`src/rtl/cipher_byte_streamer.sv`:
```
// cipher_byte_streamer
// Buffers 64-bit ciphertext blocks in a small FIFO and serializes them
// MSB-first as bytes. A per-block byte count truncates partial blocks and
// a last flag marks the final byte of the message.
//
// Handshakes: both interfaces use valid/ready. A transfer happens on a
// rising clk edge where valid and ready are both high. The producer of
// valid keeps data stable until the transfer. wr_ready_o depends only on
// registered occupancy, and byte_valid_o/byte_o/byte_last_o depend only on
// registered serializer state, so neither output combinationally depends
// on the partner's valid or ready.
module cipher_byte_streamer #(
  parameter int DEPTH = 4
) (
  input  logic                       clk,
  input  logic                       reset,
  input  logic                       wr_valid_i,
  input  logic [63:0]                wr_data_i,
  input  logic [3:0]                 wr_nbytes_i,
  input  logic                       wr_last_i,
  output logic                       wr_ready_o,
  output logic [7:0]                 byte_o,
  output logic                       byte_valid_o,
  input  logic                       byte_ready_i,
  output logic                       byte_last_o,
  output logic [$clog2(DEPTH+1)-1:0] count_o,
  output logic                       busy_o,
  output logic                       dbg_state_o
);

  localparam int AW = $clog2(DEPTH);
  localparam int CW = $clog2(DEPTH+1);

  typedef enum logic {
    S_IDLE  = 1'b0,
    S_SHIFT = 1'b1
  } state_e;

  // FIFO storage
  logic [63:0]   mem_data_q [DEPTH];
  logic [3:0]    mem_nb_q   [DEPTH];
  logic          mem_last_q [DEPTH];

  logic [AW-1:0] wr_ptr_q, wr_ptr_d;
  logic [AW-1:0] rd_ptr_q, rd_ptr_d;
  logic [CW-1:0] count_q, count_d;

  // Serializer
  state_e        state_q, state_d;
  logic [63:0]   shift_q, shift_d;
  logic [3:0]    nb_q, nb_d;
  logic          last_q, last_d;
  logic [2:0]    idx_q, idx_d;
  logic          busy_q, busy_d;

  logic          push;
  logic          pop;
  logic          fifo_ne;
  logic          at_end;
  logic [3:0]    wr_nb_norm;

  // Zero or out-of-range byte counts mean a full block.
  assign wr_nb_norm = ((wr_nbytes_i == 4'd0) || (wr_nbytes_i > 4'd8)) ? 4'd8 : wr_nbytes_i;

  assign fifo_ne = (count_q != '0);
  assign push    = wr_valid_i && (count_q != CW'(DEPTH));
  assign at_end  = ({1'b0, idx_q} == (nb_q - 4'd1));

  // FIFO write port; storage needs no reset because count gates all reads.
  always_ff @(posedge clk) begin
    if (push) begin
      mem_data_q[wr_ptr_q] <= wr_data_i;
      mem_nb_q[wr_ptr_q]   <= wr_nb_norm;
      mem_last_q[wr_ptr_q] <= wr_last_i;
    end
  end

  // Serializer next-state, pop decision and occupancy bookkeeping.
  always_comb begin
    state_d  = state_q;
    shift_d  = shift_q;
    nb_d     = nb_q;
    last_d   = last_q;
    idx_d    = idx_q;
    pop      = 1'b0;
    wr_ptr_d = wr_ptr_q;
    rd_ptr_d = rd_ptr_q;
    count_d  = count_q;

    case (state_q)
      S_IDLE: begin
        if (fifo_ne) begin
          pop     = 1'b1;
          state_d = S_SHIFT;
        end
      end
      S_SHIFT: begin
        if (byte_ready_i) begin
          if (!at_end) begin
            shift_d = {shift_q[55:0], 8'h00};
            idx_d   = idx_q + 3'd1;
          end else if (fifo_ne) begin
            // Back-to-back: next block loads on the same edge, no bubble.
            pop = 1'b1;
          end else begin
            state_d = S_IDLE;
          end
        end
      end
      default: state_d = S_IDLE;
    endcase

    if (pop) begin
      shift_d  = mem_data_q[rd_ptr_q];
      nb_d     = mem_nb_q[rd_ptr_q];
      last_d   = mem_last_q[rd_ptr_q];
      idx_d    = 3'd0;
      rd_ptr_d = rd_ptr_q + AW'(1);
    end

    if (push) begin
      wr_ptr_d = wr_ptr_q + AW'(1);
    end

    case ({push, pop})
      2'b10:   count_d = count_q + CW'(1);
      2'b01:   count_d = count_q - CW'(1);
      default: count_d = count_q;
    endcase
  end

  // Busy reflects the state being entered so it updates with push/pop.
  always_comb begin
    busy_d = (count_d != '0) || (state_d == S_SHIFT);
  end

  // State registers, cleared asynchronously.
  always_ff @(posedge clk or posedge reset) begin
    if (reset) begin
      state_q  <= S_IDLE;
      shift_q  <= '0;
      nb_q     <= 4'd8;
      last_q   <= 1'b0;
      idx_q    <= '0;
      wr_ptr_q <= '0;
      rd_ptr_q <= '0;
      count_q  <= '0;
      busy_q   <= 1'b0;
    end else begin
      state_q  <= state_d;
      shift_q  <= shift_d;
      nb_q     <= nb_d;
      last_q   <= last_d;
      idx_q    <= idx_d;
      wr_ptr_q <= wr_ptr_d;
      rd_ptr_q <= rd_ptr_d;
      count_q  <= count_d;
      busy_q   <= busy_d;
    end
  end

  // Outputs come straight from registers; byte is forced to zero when idle.
  always_comb begin
    byte_valid_o = (state_q == S_SHIFT);
    byte_o       = (state_q == S_SHIFT) ? shift_q[63:56] : 8'h00;
    byte_last_o  = (state_q == S_SHIFT) && last_q && at_end;
    wr_ready_o   = (count_q != CW'(DEPTH));
    count_o      = count_q;
    busy_o       = busy_q;
    dbg_state_o  = state_q;
  end

endmodule

```
`config.mk`:
```
export PLATFORM = sky130hd
export DESIGN_NAME = cipher_byte_streamer
export DESIGN_NICKNAME = d
export VERILOG_FILES = /design/src/rtl/cipher_byte_streamer.sv
export SDC_FILE = /design/constraint.sdc
export NUM_CORES = 1
export LEC_CHECK = 0
export ABC_AREA = 1
export BUFFER_PORTS_ARGS = -buffer_cell sky130_fd_sc_hd__buf_2
export CORE_MARGIN = 2
export CORE_UTILIZATION = 43
export DETAILED_ROUTE_END_ITERATION = 12
export GPL_ROUTABILITY_DRIVEN = 0
export HOLD_SLACK_MARGIN = 0.06
export PLACE_DENSITY = 0.65
export SYNTH_ARGS = -nofsm -noshare
export SYNTH_HDL_FRONTEND = slang
export SYNTH_SLANG_ARGS = --single-unit
export TNS_END_PERCENT = 100
```
`constraint.sdc`:
```
create_clock -name clk -period 9 [get_ports clk]
set_input_delay 0.45 -clock clk [delete_from_list [all_inputs] [get_ports clk]]
set_output_delay 0.45 -clock clk [all_outputs]
set_load 0.005 [all_outputs]
```
-- Word-level counts from Yosys, hierarchy flattened
Memories as Yosys holds them, arrays and structs flattened. A register that Yosys moved wholly into a read port is not among the register bits.
Cells that the tools add are included.
- register bits: 76
- bits in writable memories: 276
- bits of input ports: 73
- output and inout port bits: 16
- word-level logic and storage cells: 54
- memories: 3
- add/subtract/negate cells: 6
- magnitude comparators: 1
- equal/unequal tests: 5
- muxes and demuxes: 20
- bitwise logic cells: 1
- reduce and logical (&&, ||, !) cells: 11
- memories (memory ; words ; width ; rd ports ; clocked after Yosys merged registers in ; wr ports ; RTL line ; source):
    mem_data_q ; 4 ; 64 ; 1 ; 0 ; 1 ; 40 ; logic [63:0] mem_data_q [DEPTH];
    mem_nb_q ; 4 ; 4 ; 1 ; 1 ; 1 ; 41 ; logic [3:0] mem_nb_q [DEPTH];
    mem_last_q ; 4 ; 1 ; 1 ; 1 ; 1 ; 42 ; logic mem_last_q [DEPTH];
- operators by type and width (cell ; count):
    64-bit two-way mux ; 4
    3-bit two-way mux ; 4
    8-bit two-way mux ; 1
    1-bit two-way mux ; 7
    3-bit by 1-bit adder with 3-bit output, second input constant ; 2
    3-bit one-hot mux with 2 select lines ; 1
    3-bit nonzero test ; 2
    2-bit by 1-bit adder with 2-bit output, second input constant ; 2
    3-bit by 4-bit equality test with 1-bit output ; 1
    4-bit > comparator, second input constant ; 1
    4-bit logical NOT ; 1
    4-bit two-way mux ; 1
    1-bit one-hot mux with 2 select lines ; 2
    2-bit nonzero test ; 2
    4-bit by 1-bit subtractor with 4-bit output, second input constant ; 1
    1-bit logical AND ; 3
    3-bit inequality test, second input constant ; 1
    3-bit AND reduction ; 1
    3-bit by 1-bit subtractor with 3-bit output, second input constant ; 1
    2-bit by 1-bit equality test with 1-bit output, second input constant ; 1
    2-bit equality test, second input constant ; 1
    1-bit logical OR ; 2
    2-bit inequality test, second input constant ; 1
    1-bit NOT ; 1

-- Longest topological paths before layout
Gate-level depths: netlist of run 1.
- depth after elaboration: 9
- mapped depth: 18
- gate-level depth less buffers: 16

-- Worst setup path before layout of run 1
No wires, ideal clock.
- path type: register -> register
- from: register count_q[0], in the netlist count_o[0]
- to: memory mem_data_q[0][0], enable pin
- library setup time: 0.497 ns
- arrival time: 3.676 ns
- data required time: 8.503 ns
- setup slack: 4.827 ns
- stages on the path, launching flop included: 5
- path buffers: 0
- clock period less this slack: 4.173 ns
- cell sequence: dfrtp_1 nor2_1 nand2_1 nand2_1 nor2_1
- word-level cells in the longest chain between the ends: 4
- RTL lines (element ; RTL line ; source):
    from (decl) ; 46 ; logic [CW-1:0] count_q, count_d;
    from (signal assigned) ; 157 ; count_q <= count_d;
    3-bit inequality test ; n/a ;
    named net wr_ready_o ; 21 ; output logic wr_ready_o,
    1-bit logical AND ; 66 ; assign push = wr_valid_i && (count_q != CW'(DEPTH));
    1-bit two-way mux ; 71 ; if (push) begin
    1-bit two-way mux (not written as such) ; 72 ; mem_data_q[wr_ptr_q] <= wr_data_i;
    to (decl) ; 40 ;
The timed path passes the listed nets, and every way through them passes these cells.

-- Worst setup path after layout of run 1
- from: register rd_ptr_q[1]
- to: register shift_q[11]
- word-level cells in the longest chain between the ends: 2
- RTL lines (element ; RTL line ; source):
    from (decl) ; 45 ; logic [AW-1:0] rd_ptr_q, rd_ptr_d;
    from (signal assigned) ; 156 ; rd_ptr_q <= rd_ptr_d;
    memory 4 x 64 bit ; n/a ;
    64-bit two-way mux ; 113 ; if (pop) begin
    to (signal assigned) ; 151 ; shift_q <= shift_d;
    to (decl) ; 50 ; logic [63:0] shift_q, shift_d;
Every way passes these cells.
A chain may end at the register's enable or synchronous reset.

==> results of run 1 <==
registers in the layout, summed over array words and instances (netlist names), 2 cells and up:
signal      flops
nb_q            4
mem_nb_q       16
wr_ptr_q        2
mem_data_q    256
shift_q        64
idx_q           3
count_o         3
mem_last_q      4
rd_ptr_q        2
area by class of cell:
cell class	count	share of cell area, %
Clock inverter	16	0.891
Clock buffer	49	6.11
Sequential cell	357	62.3
Multi-Input combinational cell	735	21.0
Tap cell	448	3.38
Timing Repair Buffer	101	3.25
Inverter	137	3.12
cells in the mapped netlist:
library cell | count | area share, %
o21ai_1 | 5 | 0.17
dfrtp_1 | 80 | 14
a32o_1 | 9 | 0.61
a21boi_0 | 1 | 0.051
nand2_2 | 3 | 0.13
a21oi_1 | 15 | 0.51
clkbuf_2 | 1 | 0.034
buf_6 | 5 | 0.38
fa_1 | 1 | 0.14
ha_1 | 7 | 0.60
o22ai_1 | 60 | 2.6
xnor2_1 | 2 | 0.12
buf_4 | 4 | 0.20
inv_1 | 135 | 3.5
nand3_1 | 119 | 4.1
edfxtp_1 | 276 | 56
nor3_1 | 2 | 0.068
nor2_2 | 2 | 0.085
buf_1 | 2 | 0.051
nor3_2 | 1 | 0.068
buf_2 | 38 | 1.3
dfstp_2 | 1 | 0.18
nand3_2 | 1 | 0.068
xor2_1 | 3 | 0.18
clkbuf_1 | 31 | 0.79
o21ai_0 | 132 | 4.5
mux2_2 | 1 | 0.077
nand2_1 | 238 | 6.1
inv_2 | 2 | 0.051
nor2_1 | 133 | 3.4
power by group through the flow:
stage / registers (mW) / clock network (mW) / logic [mW]
floorplan: 2.18 / 0 / 0.260
global placement: 2.17 / 0 / 0.424
detailed placement: 2.18 / 0 / 0.434
CTS: 2.14 / 1.49 / 0.436
global route: 2.16 / 1.56 / 0.478
finish: 2.14 / 1.47 / 0.426
final timing paths:
check                                         from                     endpoint  slack, ns  cells after the start
hold reg to reg            shift_q[51]$_DFFE_PP0P_      shift_q[51]$_DFFE_PP0P_       0.48                      2
setup reg to reg           rd_ptr_q[1]$_DFFE_PP0P_      shift_q[11]$_DFFE_PP0P_       6.00                      8
max in group asynchronous                    reset      rd_ptr_q[0]$_DFFE_PP0P_       7.85                      3
setup / recovery           rd_ptr_q[1]$_DFFE_PP0P_      shift_q[11]$_DFFE_PP0P_       6.00                      8
min in group clk                     wr_data_i[35]  mem_data_q[1][35]$_DFFE_PP_       0.16                      1
hold / removal                               reset      shift_q[53]$_DFFE_PP0P_       0.04                      2
per-layer routing:
layer / routed length [um] / part of all wire [%]
met1: 14700 / 46
met2: 15100 / 47
met3: 1390 / 4.4
met4: 738 / 2.3
met5: 0 / 0
cells by family (layout without fill, tap and decap cells):
kind of cell	after synthesis	after routing	share of synthesized area (%)
fa+ha+maj	8	8	0.733
buf+inv	218	303	6.26
compound gates	222	222	8.40
flops	357	357	70.3
simple gates	499	499	14.0
mux	1	1	0.0767
xor+xnor	5	5	0.298
==> results.yml, run 1 <==
global_route:
  antenna_found_initial: 0
  grt_max_degree: 101
  grtUsageMet2_pct: 30.1
  grtUsageMet1_pct: 25.1
  grt_pass1_wl_mm: 51.2
  gr-total-overflow: 0
  use_met3_pct: 2.63
  grtUsageTotal_pct: 18.2
  top_usage_layer: "met2"
  grt_pass1_vias: 9599
hold_path:
  hp-class: "in2async"
sta:
  post-route-period-util_pct: 33.3
  worst_clock_skew_ns: 0.0122
  tightest_slew_ns: 1.18
  min_period_ns: 3.00
  slew_viol_final: 0
  rsz0062_at_grt: "no"
  fin_ws_ns: 6.00
  slew_headroom_pct: 21.1
  setup-tns-final_ns: 0
  max_freq_mhz: 333
  holdWs_ns: 0.0418
  setup_violations: 0
  hold_viol_final: 0
layout:
  final.fill_count: 2994
  design_area_um2: 16600
  final_cells: 1843
  drive_above_1_share_pct: 12.1
  fin_util_pct: 49.3
  area_growth_pct: 12.9
  multiInputGateArea_um2: 3480
  seq_area_um2: 10300
  final_cell_mix: "edfxtp_1 (276), nand2_1 (237), inv_1 (133)"
  diodes: 0
  mostFrequentLayoutCell: "edfxtp_1"
  final_nets: 1450
die:
  die_area_um2: 35600
  rows: 67
  ioPinCount: 89
  die_y_um: 189
  die_w_um: 189
  core-area_um2: 33600
  initial_core_util_pct: 43.7
detailed_routing:
  postRouteAntennaNets: 0
  num_vias: 9622
  drc_errors: 0
  drt-initial-drc-count: 689
  via_per_inst: 5.22
  wl_per_cell_um: 17.4
  drt-total-wl_mm: 32.0
  drtPass1Iterations: 7
power_and_ir_drop:
  p_sw_share_pct: 24.3
  ir_drop_mv: 0.132
  p_sw_uw: 980
  cellPowerDensity_nw_per_um2: 243
  combPwrFrac_pct: 10.6
  total_power_mw: 4.04
  power.internal_mw: 3.06
  pwr-share-seq_pct: 53.1
  clkPwrFrac_pct: 36.4
  p_leak_nw: 6.63
placed_design:
  placed_area_um2: 15400
  dp_hpwl_mm: 17.1
  place_ws_ns: 5.96
  io_buffers: 88
  placed_cells: 1778
clock_tree:
  post-cts-setup-buffer-count: 0
  cts_sinks: 357
  cts-root-to-sink-buffers: 3
  hold_buffers: 0
  cts_buffers: 37
  cts_tree: "built"
  htreeDepth: 2
  cts.repair.resized: 0
  path_clk_slew_ns: 0.06
  clock_latency_ns: 0.51
  root_buffer: "clkbuf_16"
synth:
  syn_area_per_cell_um2: 11.2
  seq_area_frac_synth_pct: 70.3
  postSynthRegisterBits: 357
  syn_nets: 1391
  synthCells: 1310
  yosysUniqueCellTypes: 30
  synth_warnings: 0
  syn-cell-area_um2: 14700
setup_path:
  critPathMaxStageDelay_ns: 1.04
  cp_cell_sequence: "inv_1 > buf_4 > o21ai_0 > o22ai_1 > inv_1 > nand2_1 > nand3_1 > nand2_1"
  critPathBufInv: 3
  crit_arrival_ns: 3.39
  crit_family: "buffers and inverters"
  path_class: "reg2reg"
  required_ns: 9.39
  start_kind: "flip-flop"
  cp_slowest_cell: "dfrtp_4"
  cp_max_fo: 80
  end_kind: "flip-flop"
run:
  max-cap-violations: 0
status:
  outcome: "finished clean"
No activity file was read; power rests on OpenSTA's default activity.
==> run 2: changes to the inputs <==
--- a/config.mk
+++ b/config.mk
@@ -5,14 +5,14 @@
 export SDC_FILE = /design/constraint.sdc
 export NUM_CORES = 1
 export LEC_CHECK = 0
-export ABC_AREA = 1
+export ABC_AREA = 0
 export BUFFER_PORTS_ARGS = -buffer_cell sky130_fd_sc_hd__buf_2
 export CORE_MARGIN = 2
 export CORE_UTILIZATION = 43
 export DETAILED_ROUTE_END_ITERATION = 12
 export GPL_ROUTABILITY_DRIVEN = 0
 export HOLD_SLACK_MARGIN = 0.06
-export PLACE_DENSITY = 0.65
+export PLACE_DENSITY = 0.67
 export SYNTH_ARGS = -nofsm -noshare
 export SYNTH_HDL_FRONTEND = slang
 export SYNTH_SLANG_ARGS = --single-unit
==> constraint.sdc (replaced) <==
create_clock -name clk -period 2.5 [get_ports clk]
set_input_delay 0.125 -clock clk [delete_from_list [all_inputs] [get_ports clk]]
set_output_delay 0.125 -clock clk [all_outputs]
set_load 0.005 [all_outputs]
==> results.yml, run 2 <==
sta:
  post-route-period-util_pct: 102
  tightest_slew_ns: 0.901
  min_period_ns: 2.55
  setup_violations: 1
  max_freq_mhz: 392
  fin_ws_ns: -0.0527
  worst_clock_skew_ns: 0.0129
  slew_headroom_pct: 40.0
  rsz0062_at_grt: "yes"
  holdWs_ns: 0.0700
  hold_viol_final: 0
  slew_viol_final: 0
global_route:
  grt_max_degree: 74
  grtUsageMet1_pct: 23.4
  antenna_found_initial: 0
  grt_pass1_vias: 7725
  gr-total-overflow: 0
  grtUsageMet2_pct: 27.4
  grtUsageTotal_pct: 16.7
  top_usage_layer: "met2"
  grt_pass1_wl_mm: 43.0
  use_met3_pct: 2.77
setup_path:
  rr_startpoint: "nb_q[0]$_DFFE_PP0P_"
  crit_arrival_ns: 2.93
  end_kind: "flip-flop"
  path_class: "reg2reg"
  start_kind: "flip-flop"
  required_ns: 2.87
  cp_max_fo: 4
  crit_start: "nb_q[0]$_DFFE_PP0P_"
die:
  initial_core_util_pct: 43.6
  die_y_um: 183
  rows: 65
  ioPinCount: 89
  die_area_um2: 33400
  core-area_um2: 31500
  die_w_um: 183
layout:
  final.fill_count: 2483
  fin_util_pct: 53.4
  final_nets: 1054
  area_growth_pct: 22.5
  largest-register: "mem_data_q"
  seq_area_um2: 10300
  final_cell_mix: "edfxtp_1 (276), a21oi_1 (113), buf_2 (88)"
  top_regs: "mem_data_q (256), shift_q (64), mem_nb_q (16)"
  mostFrequentLayoutCell: "edfxtp_1"
  multiInputGateArea_um2: 3250
  diodes: 0
  drive_above_1_share_pct: 25.4
  largest_register_ffs: 256
clock_tree:
  clock_latency_ns: 0.51
  cts_tree: "built"
  cts_buffers: 36
  cts-root-to-sink-buffers: 3
  root_buffer: "clkbuf_16"
  post-cts-setup-buffer-count: 0
  path_clk_slew_ns: 0.06
  htreeDepth: 2
  cts_sinks: 357
synth:
  synth_warnings: 0
  synth-edff-count: 276
  yosys.area.top_type: "edfxtp_1"
  synthFlopType: "edfxtp_1"
  synth_area_leaders: "edfxtp_1 (60%), dfrtp_1 (15%), mux4_2 (11%), a21oi_1 (4.2%), nand2_1 (2.0%)"
  synth_most_common_cell: "edfxtp_1"
  syn-cell-area_um2: 13700
  yosysUniqueCellTypes: 36
  seq_area_frac_synth_pct: 75.2
  synthCells: 794
  syn_nets: 875
  postSynthRegisterBits: 357
  synthTopCellsByCount: "edfxtp_1 (276), a21oi_1 (114), dfrtp_1 (80)"
  syn_area_per_cell_um2: 17.3
  synth_top_area_share_pct: 60.4
  async_reset_ff_share_pct: 22.7
detailed_routing:
  num_vias: 7423
  drt-total-wl_mm: 26.8
  drtPass1Iterations: 5
  drt-initial-drc-count: 598
  postRouteAntennaNets: 0
  wl_per_cell_um: 19.1
  drc_errors: 0
  via_per_inst: 5.29
power_and_ir_drop:
  cellPowerDensity_nw_per_um2: 1170
  pwr-share-seq_pct: 44.1
  power.internal_mw: 13.8
  p_leak_nw: 6.12
  ir_drop_mv: 0.772
  p_sw_share_pct: 29.6
  combPwrFrac_pct: 29.1
  p_sw_mw: 5.80
  clkPwrFrac_pct: 26.8
hold_path:
  hold_start: "wr_nbytes_i[1]"
  hp-class: "in2reg"
run:
  max-cap-violations: 0
status:
  violations: "negative setup slack"
  outcome: "finished, violations left"
placed_design:
  io_buffers: 88
  place_ws_ns: -0.0557
  dp_hpwl_mm: 16.0
## run 2: cell count changes after synthesis, moves of 69 or more
cell,delta
nor2_1,-73
nand2_1,-165
nand3_1,-119
inv_1,-127
mux4_2,+69
a21oi_1,+99
o21ai_0,-126
## run 2: logic make-up (layout without fill, tap and decap cells)
| group | count (synthesis) | in the layout | synth area share [%] |
|---|---|---|---|
| adders and majority gates | 8 | 8 | 0.784 |
| AOI/OAI and AO/OA | 132 | 132 | 5.18 |
| DFF | 357 | 357 | 75.2 |
| and+or+nand+nor | 162 | 162 | 5.01 |
| buffers and inverters | 54 | 260 | 1.62 |
| muxes | 71 | 71 | 11.5 |
| xor gates and xnor gates | 10 | 10 | 0.748 |
## run 2: power groups by stage
stage / Clock (mW) / Combinational [mW] / Sequential, mW
floorplan: 0 / 3.98 / 8.54
global placement: 0 / 5.60 / 8.70
detailed placement: 0 / 5.71 / 8.76
CTS: 5.39 / 5.83 / 8.65
global route: 5.64 / 6.29 / 8.79
finish: 5.24 / 5.70 / 8.64
## run 2: layer usage
metal  up-vias  routed length (um)
li1       3408                   -
met5         -                   0
met2       192               13100
met3        40                1320
met1      3783               11900
met4         0                 513
## run 2: per-stage QoR
step | setup TNS (ns) | total power [mW] | cell area [um^2] | cells
after floorplan | -0.364 | 12.5 | 13800 | 794
after global placement | -0.0122 | 14.3 | 14900 | 1266
after detailed placement | -0.0557 | 14.5 | 14900 | 1266
after CTS | -0.0484 | 19.9 | 16800 | 1402
after global routing | -4.84 | 20.7 | 16800 | 1402
final | -0.0527 | 19.6 | 16800 | 1402
## run 2: cell type report
| type | instances | area share, % |
|---|---|---|
| Clock buffer | 55 | 6.08 |
| Clock inverter | 10 | 0.819 |
| Inverter | 9 | 0.208 |
| Multi-Input combinational cell | 383 | 19.3 |
| Sequential cell | 357 | 61.4 |
| Tap cell | 402 | 2.99 |
| Timing Repair Buffer | 186 | 9.17 |
## run 2: final timing paths
kind                                             to  slack, ns  cells past startpoint
setup / recovery                   busy_o$_DFF_PP0_      -0.05                      9
max in group asynchronous   shift_q[54]$_DFFE_PP0P_       1.46                      4
setup reg to reg                   busy_o$_DFF_PP0_      -0.05                      9
hold reg to reg                  last_q$_DFFE_PP0P_       0.50                      2
hold / removal             mem_nb_q[1][1]$_DFFE_PP_       0.07                      2
min in group asynchronous   shift_q[19]$_DFFE_PP0P_       0.35                      3
## run 2: repair_timing
action                                  in CTS  in global routing
endpoints found under the setup margin       1                 60
pin swaps                                    1                  1
gates resized for setup                      1                  1
hold buffers                                71                  0
endpoints found under the hold margin      325                  0
## run 2: worst max-delay path, stage by stage, from the launching register on
cell and delay (ns):
dfrtp_1 0.40, or4_4 0.54, and3_4 0.21, a41oi_4 0.15, inv_2 0.07, ha_4 0.16
fa_2 0.40, mux2_2 0.28, nor2_1 0.11, nand4bb_1 0.11
==> run 3: changes to the inputs <==
--- a/config.mk
+++ b/config.mk
@@ -7,11 +7,11 @@
 export LEC_CHECK = 0
 export ABC_AREA = 0
 export BUFFER_PORTS_ARGS = -buffer_cell sky130_fd_sc_hd__buf_2
-export CORE_MARGIN = 2
 export CORE_UTILIZATION = 43
 export DETAILED_ROUTE_END_ITERATION = 12
 export GPL_ROUTABILITY_DRIVEN = 0
 export HOLD_SLACK_MARGIN = 0.06
+export MAX_ROUTING_LAYER = met4
 export PLACE_DENSITY = 0.67
 export SYNTH_ARGS = -nofsm -noshare
 export SYNTH_HDL_FRONTEND = slang
==> results.yml, run 3 (synthesis gave the netlist of run 2 again) <==
status:
  outcome: "finished, violations left"
  violations: "negative setup slack"
clock_tree:
  path_clk_slew_ns: 0.06
  cts_sinks: 357
  root_buffer: "clkbuf_16"
  cts-root-to-sink-buffers: 3
  clock_latency_ns: 0.51
  cts_buffers: 35
  htreeDepth: 2
  cts_tree: "built"
power_and_ir_drop:
  cellPowerDensity_nw_per_um2: 1160
  pwr-share-seq_pct: 44.6
  p_leak_nw: 6.07
  ir_drop_mv: 0.807
  p_sw_share_pct: 30.0
  p_sw_mw: 5.82
  total_power_mw: 19.4
  combPwrFrac_pct: 29.6
  clkPwrFrac_pct: 25.8
  power.internal_mw: 13.6
setup_path:
  path_class: "reg2reg"
  worst-r2r-cell-count: 9
  critPathMaxStageDelay_ns: 0.54
  cp_max_fo: 3
  crit_family: "simple AND/OR/NAND/NOR gates"
  cp_slowest_cell: "or4_4"
  required_ns: 2.89
  critPathBufInv: 1
  rr_endpoint: "busy_o$_DFF_PP0_"
  start_kind: "flip-flop"
  end_kind: "flip-flop"
  rr_startpoint: "nb_q[0]$_DFFE_PP0P_"
  crit_arrival_ns: 2.93
  r2r_setup_slack_ns: -0.04
  cp_cell_sequence: "or4_4 > and3_4 > a41oi_4 > inv_2 > ha_4 > fa_2 > mux2_4 > nor2_2 > nand4bb_1"
layout:
  fin_util_pct: 53.1
  final_cell_mix: "edfxtp_1 (276), a21oi_1 (113), buf_2 (88)"
  drive_above_1_share_pct: 25.7
  final.fill_count: 2495
  largest_register_ffs: 256
  area_growth_pct: 21.8
  top_regs: "mem_data_q (256), shift_q (64), mem_nb_q (16)"
  final_nets: 1053
  multiInputGateArea_um2: 3280
  largest-register: "mem_data_q"
  seq_area_um2: 10300
  mostFrequentLayoutCell: "edfxtp_1"
sta:
  max_freq_mhz: 393
  setup_violations: 1
  min_period_ns: 2.54
  post-route-period-util_pct: 102
  slew_viol_final: 0
  fin_ws_ns: -0.0422
  setup-tns-final_ns: -0.0422
  rsz0062_at_grt: "yes"
  tightest_slew_ns: 0.762
  slew_headroom_pct: 49.1
  worst_clock_skew_ns: 0.0133
  holdWs_ns: 0.0721
  hold_viol_final: 0
global_route:
  grt_max_degree: 74
  grt_pass1_vias: 7708
  grt_pass1_wl_mm: 42.6
  gr-total-overflow: 0
  antenna_found_initial: 2
  grtUsageTotal_pct: 17.3
die:
  die_w_um: 181
  die_area_um2: 32600
  die_y_um: 181
  ioPinCount: 89
  core-area_um2: 31500
  rows: 65
  initial_core_util_pct: 43.6
hold_path:
  min_path_cells: 2
  hold_start: "wr_nbytes_i[1]"
  hp-class: "in2reg"
  hold_end: "mem_nb_q[2][1]$_DFFE_PP_"
detailed_routing:
  drtPass1Iterations: 6
  via_per_inst: 5.33
  drt-initial-drc-count: 605
  drt-total-wl_mm: 26.7
  drc_errors: 0
  num_vias: 7487
  wl_per_cell_um: 19.0
  postRouteAntennaNets: 0
placed_design:
  io_buffers: 88
  dp_hpwl_mm: 14.9
run:
  max-cap-violations: 0
==> run 3: how the worst max path moves through the flow <==
stage,end,startpoint,cells after the start
final,busy_o$_DFF_PP0_,nb_q[0]$_DFFE_PP0P_,9
after global placement,busy_o$_DFF_PP0_,nb_q[0]$_DFFE_PP0P_,10
after global routing,busy_o$_DFF_PP0_,nb_q[0]$_DFFE_PP0P_,11
after floorplan,busy_o$_DFF_PP0_,nb_q[0]$_DFFE_PP0P_,11
after CTS,busy_o$_DFF_PP0_,nb_q[0]$_DFFE_PP0P_,10
after detailed placement,busy_o$_DFF_PP0_,nb_q[0]$_DFFE_PP0P_,10
==> run 3: area by class of cell <==
| class | instances | share of cell area [%] |
|---|---|---|
| inverters | 9 | 0.210 |
| well taps | 402 | 3.01 |
| clock inverters | 9 | 0.479 |
| flip-flops and latches | 357 | 61.8 |
| repair buffers | 186 | 8.80 |
| diodes | 3 | 0.0449 |
| multi-input cells | 383 | 19.6 |
| clock buffers | 55 | 6.06 |
==> run 3: metal layers <==
metal | vias to the layer above | share of wire (%) | GRT usage [%]
li1 | 3402 | - | -
met1 | 3813 | 44 | 23.4
met2 | 225 | 48 | 27.2
met3 | 47 | 5.6 | 2.93
met4 | 0 | 1.9 | 4.58
met5 | - | 0 | -
==> run 3: repair_timing <==
item / 4_1_cts / 5_1_grt
hold buffers: 70 / 0
hold endpoints to repair: 318 / 0
resized for setup: 1 / 9
setup endpoints to repair: 1 / 70
buffers inserted: 1 / 2
pin swaps: 0 / 2
==> run 3: stage by stage <==
stage | instance area (um^2) | setup slack, ns | cells
floorplan | 13800 | -0.239 | 794
global placement | 14800 | -0.00175 | 1264
detailed placement | 14800 | -0.0472 | 1264
CTS | 16600 | -0.0394 | 1399
global route | 16700 | -0.144 | 1403
finish | 16700 | -0.0422 | 1404
==> run 3: worst register-to-register path, delay by kind of cell (launching register included) <==
| kind | cells | cell delay (ns) |
|---|---|---|
| flops | 1 | 0.39 |
| buf+inv | 1 | 0.08 |
| simple gates | 4 | 0.94 |
| mux | 1 | 0.29 |
| fa+ha+maj | 2 | 0.57 |
| compound gates | 1 | 0.15 |
==> run 3: power by group through the flow <==
stage / registers, mW / clock network [mW] / logic, mW
after floorplan: 8.54 / 0 / 3.98
after global placement: 8.71 / 0 / 5.50
after detailed placement: 8.77 / 0 / 5.57
after CTS: 8.66 / 5.11 / 5.69
after global routing: 8.80 / 5.35 / 6.35
final: 8.66 / 5.01 / 5.76
